[src/rtl/pe_job_sequencer.sv]
// pe_job_sequencer: job-level controller in front of the PE.
// Latches one job descriptor, holds the PE config, pulses pe_start, streams
// filter/IFmap/psum words into the PE write ports, then drains result words
// from the PE output buffer to a valid/ready sink and pulses done.
// Optional stall timeout: define PE_SEQ_TIMEOUT_EN.
module pe_job_sequencer #(
    parameter int IF_WIDTH       = 18,
    parameter int FILT_WIDTH     = 16,
    parameter int PSUM_WIDTH     = 32,
    parameter int FILT_ADDR_LEN  = 4,
    parameter int IF_ADDR_LEN    = 4,
    parameter int CNT_LEN        = 8,
    parameter int TIMEOUT_CYCLES = 1024
) (
    input  logic                     clk,
    input  logic                     rst,
    input  logic                     job_valid,
    output logic                     job_ready,
    input  logic [FILT_ADDR_LEN-1:0] job_filt_len,
    input  logic [IF_ADDR_LEN-1:0]   job_stride_len,
    input  logic [1:0]               job_mod,
    input  logic                     job_accumulate,
    input  logic [CNT_LEN-1:0]       job_n_filt,
    input  logic [CNT_LEN-1:0]       job_n_if,
    input  logic [CNT_LEN-1:0]       job_n_psum,
    input  logic [CNT_LEN-1:0]       job_n_out,
    input  logic                     filt_src_valid,
    output logic                     filt_src_ready,
    input  logic [FILT_WIDTH-1:0]    filt_src_data,
    input  logic                     if_src_valid,
    output logic                     if_src_ready,
    input  logic [IF_WIDTH-1:0]      if_src_data,
    input  logic                     psum_src_valid,
    output logic                     psum_src_ready,
    input  logic [PSUM_WIDTH-1:0]    psum_src_data,
    output logic [FILT_ADDR_LEN-1:0] pe_filt_len,
    output logic [IF_ADDR_LEN-1:0]   pe_stride_len,
    output logic [1:0]               pe_calc_mod,
    output logic                     pe_just_add_flag,
    output logic                     pe_start,
    output logic                     pe_filter_wen,
    output logic [FILT_WIDTH-1:0]    pe_filter_din,
    input  logic                     pe_filter_full,
    output logic                     pe_IF_wen,
    output logic [IF_WIDTH-1:0]      pe_IF_din,
    input  logic                     pe_IF_full,
    output logic                     pe_psum_buf_wen,
    output logic [PSUM_WIDTH-1:0]    pe_P_sum_buff_inp,
    input  logic                     pe_psum_full,
    output logic                     pe_outbuf_ren,
    input  logic [PSUM_WIDTH-1:0]    pe_outbuf_dout,
    input  logic                     pe_outbuf_empty,
    output logic                     out_valid,
    input  logic                     out_ready,
    output logic [PSUM_WIDTH-1:0]    out_data,
    output logic                     busy,
    output logic                     done,
    output logic                     error
);

    typedef enum logic [2:0] {IDLE, START, LOAD, DRAIN, DONE} state_t;

    state_t               state, state_nxt;
    logic [CNT_LEN-1:0]   filt_rem, if_rem, psum_rem, out_rem;
    logic                 inflight;
    logic                 accept, load_done, drain_done, progress, timeout_hit;

    if (TIMEOUT_CYCLES < 2) begin : g_bad_timeout
        $error("TIMEOUT_CYCLES must be at least 2");
    end

    assign accept = (state == IDLE) & job_valid;

    // Write strobes double as source ready: a word moves only when the PE has room
    assign pe_filter_wen   = (state == LOAD) & filt_src_valid & ~pe_filter_full & (filt_rem != '0);
    assign pe_IF_wen       = (state == LOAD) & if_src_valid & ~pe_IF_full & (if_rem != '0);
    assign pe_psum_buf_wen = (state == LOAD) & psum_src_valid & ~pe_psum_full & (psum_rem != '0);
    assign filt_src_ready  = pe_filter_wen;
    assign if_src_ready    = pe_IF_wen;
    assign psum_src_ready  = pe_psum_buf_wen;
    assign pe_filter_din     = filt_src_data;
    assign pe_IF_din         = if_src_data;
    assign pe_P_sum_buff_inp = psum_src_data;

    // Only one read in flight, and only when the output register is free next cycle
    assign pe_outbuf_ren = (state == DRAIN) & ~pe_outbuf_empty & ~inflight &
                           (out_rem != '0) & (~out_valid | out_ready);

    assign load_done  = (filt_rem == '0) & (if_rem == '0) & (psum_rem == '0);
    assign drain_done = (out_rem == '0) & ~inflight & (~out_valid | out_ready);
    assign progress   = pe_filter_wen | pe_IF_wen | pe_psum_buf_wen | pe_outbuf_ren;

`ifdef PE_SEQ_TIMEOUT_EN
    localparam int STALL_W = $clog2(TIMEOUT_CYCLES + 1);
    logic [STALL_W-1:0] stall_cnt;

    assign timeout_hit = ((state == LOAD) | (state == DRAIN)) & ~progress &
                         (stall_cnt == STALL_W'(TIMEOUT_CYCLES - 1));

    // Stall counter and sticky error flag, cleared by the next accepted job
    always_ff @(posedge clk) begin
        if (!rst) begin
            stall_cnt <= '0;
            error     <= 1'b0;
        end else begin
            if (accept)
                error <= 1'b0;
            else if (timeout_hit)
                error <= 1'b1;
            if (((state == LOAD) | (state == DRAIN)) & ~progress)
                stall_cnt <= stall_cnt + STALL_W'(1);
            else
                stall_cnt <= '0;
        end
    end
`else
    assign timeout_hit = 1'b0;
    assign error       = 1'b0;
`endif

    // State register
    always_ff @(posedge clk) begin
        if (!rst) state <= IDLE;
        else      state <= state_nxt;
    end

    // Next-state and state-decoded outputs
    always_comb begin
        state_nxt = state;
        job_ready = 1'b0;
        pe_start  = 1'b0;
        done      = 1'b0;
        busy      = (state != IDLE);
        case (state)
            IDLE: begin
                job_ready = 1'b1;
                if (job_valid) state_nxt = START;
            end
            START: begin
                pe_start  = 1'b1;
                state_nxt = LOAD;
            end
            LOAD: begin
                if (timeout_hit)    state_nxt = DONE;
                else if (load_done) state_nxt = (out_rem != '0) ? DRAIN : DONE;
            end
            DRAIN: begin
                if (timeout_hit | drain_done) state_nxt = DONE;
            end
            DONE: begin
                done      = 1'b1;
                state_nxt = IDLE;
            end
            default: state_nxt = IDLE;
        endcase
    end

    // Job latch, per-channel counters and the single-entry output register
    always_ff @(posedge clk) begin
        if (!rst) begin
            pe_filt_len      <= '0;
            pe_stride_len    <= '0;
            pe_calc_mod      <= '0;
            pe_just_add_flag <= 1'b0;
            filt_rem         <= '0;
            if_rem           <= '0;
            psum_rem         <= '0;
            out_rem          <= '0;
            inflight         <= 1'b0;
            out_valid        <= 1'b0;
            out_data         <= '0;
        end else begin
            if (accept) begin
                pe_filt_len      <= job_filt_len;
                pe_stride_len    <= job_stride_len;
                pe_calc_mod      <= job_mod;
                pe_just_add_flag <= job_accumulate;
                filt_rem         <= job_n_filt;
                if_rem           <= job_n_if;
                psum_rem         <= job_n_psum;
                out_rem          <= job_n_out;
                inflight         <= 1'b0;
            end else begin
                if (pe_filter_wen)   filt_rem <= filt_rem - CNT_LEN'(1);
                if (pe_IF_wen)       if_rem   <= if_rem - CNT_LEN'(1);
                if (pe_psum_buf_wen) psum_rem <= psum_rem - CNT_LEN'(1);
                if (inflight) begin
                    out_data <= pe_outbuf_dout;
                    out_rem  <= out_rem - CNT_LEN'(1);
                    inflight <= 1'b0;
                end else if (pe_outbuf_ren) begin
                    inflight <= 1'b1;
                end
            end
            if (inflight)
                out_valid <= 1'b1;
            else if (out_valid & out_ready)
                out_valid <= 1'b0;
        end
    end

endmodule
[config.mk]
export PLATFORM = sky130hd
export DESIGN_NAME = pe_job_sequencer
export DESIGN_NICKNAME = d
export VERILOG_FILES = /design/src/rtl/pe_job_sequencer.sv
export SDC_FILE = /design/constraint.sdc
export NUM_CORES = 1
export LEC_CHECK = 0
export CELL_PAD_IN_SITES_DETAIL_PLACEMENT = 1
export CELL_PAD_IN_SITES_GLOBAL_PLACEMENT = 1
export CORE_MARGIN = 4
export CORE_UTILIZATION = 25
export CTS_BUF_LIST = sky130_fd_sc_hd__clkbuf_8
export DETAILED_ROUTE_END_ITERATION = 7
export GPL_TIMING_DRIVEN = 0
export PLACE_DENSITY = 0.82
export SETUP_SLACK_MARGIN = 0.4
export SLEW_MARGIN = 40
export SYNTH_ARGS = -nofsm -noshare
export SYNTH_HDL_FRONTEND = slang
export SYNTH_SLANG_ARGS = --single-unit
[constraint.sdc]
create_clock -name clk -period 2.63 [get_ports clk]
set_input_delay 0.526 -clock clk [delete_from_list [all_inputs] [get_ports clk]]
set_output_delay 0.526 -clock clk [all_outputs]
set_load 0.01 [all_outputs]
# Yosys cells after proc, flatten, opt, wreduce, memory -nomap -nowiden
# Index checks and enable logic that the tools add are counted.
[word_totals] reg_bits=80 out_inout_bits=122
[classes] add_sub_neg=4 n_bitwise=28 mux=19 n_reduce_logical=18 n_eq_ne=7
[op_table] cell="2-to-1 mux 8 bit" count=8
[op_table] cell="zero test 8 bit" count=4
[op_table] cell="nonzero test 8 bit" count=4
[op_table] cell="subtractor 8 x 1 -> 8 bit (second input constant)" count=4
[op_table] cell="AND 1 bit" count=19
[op_table] cell="2-to-1 mux 3 bit" count=4
[op_table] cell="case mux 3 bit (4 select lines)" count=1
[op_table] cell="nonzero test 2 bit" count=5
[op_table] cell="NOT 1 bit" count=8
[op_table] cell="equality test 3 x 2 -> 1 bit (second input constant)" count=2
[op_table] cell="2-to-1 mux 1 bit" count=6
[op_table] cell="!= test 2 bit (second input constant)" count=3
[op_table] cell="equality test 3 x 1 -> 1 bit (second input constant)" count=1
[op_table] cell="equality test 3 bit (second input constant)" count=1
[op_table] cell="zero test 3 bit" count=1
[op_table] cell="AND reduction 3 bit" count=1
[op_table] cell="nonzero test 3 bit" count=1
[op_table] cell="OR reduction 3 bit" count=1
[op_table] cell="AND reduction 2 bit" count=1
[op_table] cell="bitwise OR 1 bit" count=1

# Logic depth before layout (Yosys ltp)
# Gate-level depths: netlist of run 1.
[logic_depth] word_depth=6 mapped_depth=8 depth_no_buf=7

# Worst setup path after synthesis of run 1
# OpenSTA, ideal clock, no wires.
[synth_timing] path_kind="register to output" from="register if_rem[3]" to="output pe_IF_wen" path_buffers=2 arrival_ps=1598 required_time_ps=2104 stages_incl_launch_ff=6 setup_slack_ps=506 path_cell_list="dfxtp_1 > buf_2 > or4_4 > o211ai_2 > inv_1 > buf_4"
[synth_via] elab_chain_len=2
[synth_rtl] element="start, declared" line="64" text="logic [CNT_LEN-1:0] filt_rem, if_rem, psum_rem, out_rem;"
[synth_rtl] element="start signal, assigned" line="179" text="if_rem <= job_n_if;"
[synth_rtl] element="start signal, assigned" line="185" text="if (pe_IF_wen) if_rem <= if_rem - CNT_LEN'(1);"
[synth_rtl] element="nonzero test 8 bit" line="76" text="assign pe_IF_wen = (state == LOAD) & if_src_valid & ~pe_IF_full & (if_rem != '0);"
[synth_rtl] element="AND 1 bit" line="76"
[synth_rtl] element="end, declared" line="44" text="output logic pe_IF_wen,"
# Every way passes these cells.

# Worst setup path in the final report of run 1
[layout_timing] from="register filt_rem[4]" to="output pe_filter_wen"
[layout_via] elab_chain_len=2
[layout_rtl] element="start, declared" line="64"
[layout_rtl] element="start signal, assigned" line="178" text="filt_rem <= job_n_filt;"
[layout_rtl] element="start signal, assigned" line="184" text="if (pe_filter_wen) filt_rem <= filt_rem - CNT_LEN'(1);"
[layout_rtl] element="nonzero test 8 bit" line="75" text="assign pe_filter_wen = (state == LOAD) & filt_src_valid & ~pe_filter_full & (filt_rem != '0);"
[layout_rtl] element="AND 1 bit" line="75"
[layout_rtl] element="end, declared" line="41" text="output logic pe_filter_wen,"
# Every way passes these cells.

==> results of run 1 <==
[timing repair]
item                       in CTS  in global routing
setup endpoints to repair      17                 53
gates cloned                    0                  0
pin swaps                       6                  7
buffers inserted               17                  7
resized for setup              81                 35
hold buffers                    0                  0
[per-stage QoR]
| stage | setup TNS (ps) | total power (W) | hold slack, ps |
|---|---|---|---|
| after floorplan | 0 | 0.002772 | 471.7 |
| after global placement | -718.2 | 0.003500 | 440.9 |
| after detailed placement | -849.1 | 0.003565 | 447.8 |
| after CTS | 0 | 0.004712 | 457.8 |
| after global routing | 0 | 0.005102 | 477.6 |
| final | 0 | 0.004782 | 455.5 |
[final cells by class]
cell class                      instances  share of cell area
Timing Repair Buffer                  230              0.3141
Multi-Input combinational cell        333              0.2868
Sequential cell                        80              0.2280
Buffer                                100             0.09518
Tap cell                              220             0.03856
Clock buffer                           10             0.01928
Inverter                               20             0.01122
Clock inverter                          5            0.006836
[cells by family (layout without fill, tap and decap cells)]
group	Yosys count	count (layout)
buffers and inverters	120	365
AND/OR/NAND/NOR	187	187
other	1	1
adder cells (fa/ha/maj)	7	7
AO/OA/AOI/OAI	126	126
XOR/XNOR	12	12
flip-flops	80	80
[synth_stat cells, types with 3 or more instances]
master    instances  share of area
or3b_2            3         0.0062
a31oi_1           8          0.012
or4_1             7          0.012
buf_4            70           0.12
a211oi_1          6          0.011
nor3_1            8         0.0094
o211ai_1          4         0.0070
buf_2             9          0.011
clkbuf_1         21          0.018
xnor2_1          10          0.021
o21a_1            4         0.0070
nand2b_1          3         0.0044
inv_1            18          0.016
nor4b_1           3         0.0062
nor2_1           18          0.016
and3_1            3         0.0044
a21oi_1          59          0.069
nor4_1            6         0.0088
nand3_1           6         0.0070
nor2b_1           4         0.0059
or4b_2            4         0.0094
dfxtp_1          80           0.38
ha_1              7          0.021
nand2_1         100          0.088
or3_1             6         0.0088
o31ai_1           5         0.0088
o21ai_0          22          0.026
[registers in the layout (all words and copies together), names as in the netlist]
| name | cells |
|---|---|
| out_valid | 1 |
| pe_calc_mod | 2 |
| pe_just_add_flag | 1 |
| out_rem | 8 |
| filt_rem | 8 |
| state | 3 |
| if_rem | 8 |
| inflight | 1 |
| psum_rem | 8 |
| pe_filt_len | 4 |
| pe_stride_len | 4 |
| out_data | 32 |
[power by group through the flow]
| stage | Clock [W] | Combinational, W | Sequential, W |
|---|---|---|---|
| floorplan | 0 | 0.00118 | 0.00159 |
| global placement | 0 | 0.00189 | 0.00161 |
| detailed placement | 0 | 0.00194 | 0.00162 |
| CTS | 0.000963 | 0.00214 | 0.00161 |
| global route | 0.00100 | 0.00243 | 0.00167 |
| finish | 0.000904 | 0.00224 | 0.00164 |
[critical path, delay by kind of cell (launching register included)]
family | cells | cell delay (ps)
AOI/OAI and AO/OA | 1 | 240
buffers and inverters | 3 | 300
DFF | 1 | 360
and+or+nand+nor | 1 | 570
[routing by layer]
layer | GRT usage | part of all wire
met1 | 0.1789 | 0.38
met2 | 0.3027 | 0.52
met3 | 0.06724 | 0.087
met4 | 0.04628 | 0.016
met5 | 0 | 0
[path summary, 6_finish.rpt]
path                   end  cells past startpoint         start  slack, ps
max          pe_filter_wen                      5   filt_rem[4]        290
max reg2reg      if_rem[4]                      8      state[0]        540
min           out_data[19]                      2  out_data[19]        460
min reg2reg   out_data[19]                      2  out_data[19]        460
==> summary.txt, run 1 <==
Simple logic cell fraction of the synthesized area: 0.2217
Crit path capture type: output pin
Crit-path slowest cell: or4_4
Register area share after synthesis: 0.3758
Gr usage total: 0.1667
CTS tree: done
Commonest register cell after synthesis: dfxtp_1
Register area: 0.001628 sq mm
NumNets Final: 933
Total of warnings raised by yosys: 0
Total CTS buffers: 9
Cell variety after synth: 53
Largest net degree at the start of global routing: 13
First-pass GRT wire length: 25.77 mm
Wire length per cell: 16.53 um
Cells after Synth: 533
Clock skew: 9.778 ps
Global route total overflow: 0
Net Switching: 0.001796 W
CP Data Arrival Time: 1820 ps
Outcome: complete, no violations
Maximum clock rate: 426.7 MHz
Combinational Power Share: 0.469
Post-synthesis compound-gate area fraction: 0.1864
Design area: 0.007138 sq mm
Pre-CTS setup slack: -202.5 ps
LEAKAGE: 2.705 nW
Final wirelength: 16.50 mm
Total vias in the final route: 4,622
Port-buffer cells: 206
GPL Wtd Cong: 0.7781
Clock Tree Buf Depth: 2
Hpwl dp: 12.43 mm
Row Count: 47
Crit-path max FO: 4
Core Util, Final: 0.4289
CP Launch Type: register
Worst path max stage delay: 570 ps
EDFF count, synth: 0
Adder-Cell Fraction of Synth Area: 0.02055
Pwr Density: 669.9 mW/mm^2
Fill cells: 2,003
Placeable Area: 0.01664 sq mm
Cell chain of the critical path: or4_4, o2111ai_4, inv_2, buf_6, buf_6
Slew Viols, Final: 0
Pin slew with the least headroom to its limit: 645.5 ps
Later-pin clock latency in the skew report: 370 ps
Number of global-route vias before repair: 4,842
RSZ-0062 raised after global routing: yes
Initial antenna violation count: 0
Synthesized Nets: 692
Routed Antenna Nets: 0
# H-tree levels: 3
Fraction of registers with async set/reset: 0
DR DRC count: 0
Post-Synthesis Cell Area: 0.004262 sq mm
Clock Power Share: 0.189
CTS root buf: clkbuf_8
Sw Share: 0.3756
Mux contribution to synthesized area: 0
Cells after DPL: 959
Share of cells above drive strength 1: 0.2378
Clock transition at the registers of the reported paths: 70 ps
Synth-to-Final Area Change: 67.50%
Flop pwr share: 0.342
Max Cap Viol: 0
Fin cells: 998
Worst min path class: register to register
CP most frequent cell: buf_6
Final setup vio count: 0
Most common cell after layout, fill and taps aside: clkdlybuf4s50_1
DR pass1 iterations: 4
Synth Area per Inst: 7.995 sq um
Flops & latches, synth: 80
Synth Area in XOR/XNOR: 0.02466
Die Span Y: 138.6 um
Clk sink count: 80
# IOs: 274
Setup CP Type: register to output pin
Pint: 0.002986 W
Starting Density: 0.2561
Peak supply drop: 0.2764 mV
Placed Instance Area: 0.006599 sq mm
Die Area: 0.01920 sq mm
Final period utilization: 0.8911
Largest family of logic cells by synthesized area: simple AND/OR/NAND/NOR gates
DR iter-0 viols: 139
Final Hold Viols: 0
Worst path required time: 2100 ps
Via/cell ratio: 4.631
Multi-input logic area: 0.002047 sq mm
Max-slew headroom: 0.5636
Final min period: 2344 ps
Antenna diode count: 0
Most frequent cells in the layout: clkdlybuf4s50_1, nand2_1, buf_4
Fin worst setup slack: 286.5 ps
Chip width: 138.6 um
Note: power is estimated with default switching activity, not from simulation.
==> run 2, diff against run 1 <==
--- a/config.mk
+++ b/config.mk
@@ -5,6 +5,7 @@
 export SDC_FILE = /design/constraint.sdc
 export NUM_CORES = 1
 export LEC_CHECK = 0
+export CAP_MARGIN = 15
 export CELL_PAD_IN_SITES_DETAIL_PLACEMENT = 1
 export CELL_PAD_IN_SITES_GLOBAL_PLACEMENT = 1
 export CORE_MARGIN = 4
==> results of run 2 <==
Same layout as run 1: the final DEF is identical, and so are final timing and power.
==> run 3, diff against run 2 <==
--- a/config.mk
+++ b/config.mk
@@ -9,11 +9,11 @@
 export CELL_PAD_IN_SITES_DETAIL_PLACEMENT = 1
 export CELL_PAD_IN_SITES_GLOBAL_PLACEMENT = 1
 export CORE_MARGIN = 4
-export CORE_UTILIZATION = 25
+export CORE_UTILIZATION = 23
 export CTS_BUF_LIST = sky130_fd_sc_hd__clkbuf_8
 export DETAILED_ROUTE_END_ITERATION = 7
 export GPL_TIMING_DRIVEN = 0
-export PLACE_DENSITY = 0.82
+export PLACE_DENSITY = 0.8
 export SETUP_SLACK_MARGIN = 0.4
 export SLEW_MARGIN = 40
 export SYNTH_ARGS = -nofsm -noshare
==> constraint.sdc (replaced) <==
create_clock -name clk -period 2 [get_ports clk]
set_input_delay 0.4 -clock clk [delete_from_list [all_inputs] [get_ports clk]]
set_output_delay 0.4 -clock clk [all_outputs]
set_load 0.01 [all_outputs]
==> run 3 against run 2 <==
The flow now finishes with violations (negative setup slack); clock-buffer cell count did not move; register-to-register slack worse by 710 ps; final area up 30%; critical endpoint is now pe_IF_wen; highest routed layer unchanged.
==> summary.txt, run 3 (synthesized netlist as in run 1, its figures left out) <==
Total Power: 0.008801 W
Peak supply drop: 0.4058 mV
Worst path required time: 1600 ps
Worst min path class: register to register
Fin worst setup slack: -269.6 ps
# IOs: 274
Post-CTS Hold Buffers: 0
Final min period: 2270 ps
Final wirelength: 21.48 mm
Pint: 0.005272 W
Via/cell ratio: 4.784
Core Util, Final: 0.5115
# H-tree levels: 3
Outcome: finished, violations left
Hpwl dp: 12.50 mm
Slew Viols, Final: 0
Pwr Density: 951.3 mW/mm^2
Starting Density: 0.2356
Clk sink count: 80
CP Data Arrival Time: 1870 ps
Final setup TNS: -1694 ps
CTS root buf: clkbuf_8
Sw Share: 0.4010
Clock skew: 20.65 ps
Total CTS buffers: 9
NumNets Final: 995
Gr usage total: 0.1848
Design area: 0.009251 sq mm
Placeable Area: 0.01809 sq mm
DR DRC count: 0
First-pass GRT wire length: 29.64 mm
Most common cell after layout, fill and taps aside: clkdlybuf4s50_1
R2r setup slk: -170 ps
RSZ-0062 raised after global routing: yes
Crit path capture type: output pin
Final Hold Viols: 0
Port-buffer cells: 206
Crit-path max FO: 2
Final period utilization: 1.135
Synth-to-Final Area Change: 117.1%
Hold-critical path depth: 2
Placed Instance Area: 0.006784 sq mm
Cells after DPL: 968
Total vias in the final route: 5,124
Final setup vio count: 13
Fin cells: 1,071
Max-slew headroom: 0.4671
Most frequent cells in the layout: clkdlybuf4s50_1, buf_4, dfxtp_1
DR iter-0 viols: 171
GPL Wtd Cong: 0.7943
Maximum clock rate: 440.6 MHz
Die Area: 0.02077 sq mm
Pin slew with the least headroom to its limit: 799.3 ps
Number of global-route vias before repair: 5,534
Net Switching: 0.003529 W
Clock Tree Buf Depth: 2
LEAKAGE: 3.980 nW
DR pass1 iterations: 4
Clock transition at the registers of the reported paths: 100 ps
Flop pwr share: 0.250
Routed Antenna Nets: 0
CTS tree: done
Clock Power Share: 0.129
Row Count: 49
Largest reg by FF count: out_data
Chip width: 144.1 um
Max Cap Viol: 0
CP Launch Type: register
Failing checks: negative setup slack
Initial antenna violation count: 1
Fill cells: 1,978
Max FFs per register: 32
Share of cells above drive strength 1: 0.5137
Largest net degree at the start of global routing: 13
Later-pin clock latency in the skew report: 380 ps
Combinational Power Share: 0.621
Wire length per cell: 20.06 um
Global route total overflow: 0
R2r worst-path depth: 10
Die Span Y: 144.1 um
Setup CP Type: register to output pin
==> run 3: cell types whose count changed in the layout (fill, tap and decap cells not counted), sizes merged, moves of 2 or more <==
cell,delta
buf,+57
clkbuf,+9
clkdlybuf4s50,-45
dlygate4sd2,+41
inv,+2
==> run 3: through the flow <==
| stage | setup slack [ps] | hold slack, ps |
|---|---|---|
| 6_report | -269.6 | 453.1 |
| 5_1_grt | -341.7 | 476.9 |
| 4_1_cts | -291.1 | 461.2 |
| 3_5_place_dp | -567.7 | 449.4 |
| 3_3_place_gp | -560.1 | 440.9 |
| 2_1_floorplan | 194.9 | 469.7 |
==> run 3: cell type report <==
class | count | area [sq um] | area share
Inverter | 20 | 87.58 | 0.009467
Sequential cell | 80 | 1638 | 0.1770
Tap cell | 229 | 286.5 | 0.03097
Multi-Input combinational cell | 333 | 3087 | 0.3336
Buffer | 100 | 985.9 | 0.1066
Clock buffer | 10 | 137.6 | 0.01488
Antenna cell | 1 | 2.502 | 0.0002705
Clock inverter | 6 | 28.78 | 0.003111
Timing Repair Buffer | 292 | 2998 | 0.3240
==> run 3: path summary, 6_finish.rpt <==
path / to / startpoint
min reg2reg: pe_stride_len[3] / pe_stride_len[3]
min: pe_stride_len[3] / pe_stride_len[3]
max reg2reg: if_rem[6] / state[0]
max: pe_IF_wen / if_rem[3]
==> run 3: power by group through the flow <==
stage / registers (W) / clock network (W) / logic [W]
4_1_cts: 0.00214 / 0.00117 / 0.00456
6_report: 0.00220 / 0.00113 / 0.00547
3_5_place_dp: 0.00216 / 0 / 0.00275
3_3_place_gp: 0.00214 / 0 / 0.00269
2_1_floorplan: 0.00212 / 0 / 0.00174
5_1_grt: 0.00224 / 0.00124 / 0.00575
==> run 3: timing repair <==
item | 4_1_cts | 5_1_grt
cloned | 11 | 3
buffers inserted | 48 | 24
endpoints found under the setup margin | 135 | 91
resized for setup | 396 | 94
pin swaps | 53 | 43
==> run 3: critical path, cell delays in order, from the launching register on <==
cell and delay [ps]:
dfxtp_2 330, buf_6 110, or4_4 540, o211ai_4 220, inv_2 70, buf_6 110
buf_6 110
==> run 3: per-layer routing <==
layer | vias up | routed length [um] | global-route usage
li1 | 2370 | - | -
met1 | 2533 | 8030 | 0.2049
met2 | 188 | 11660 | 0.3417
met3 | 33 | 1335 | 0.04960
met4 | 0 | 454 | 0.05897
met5 | - | 0 | 0
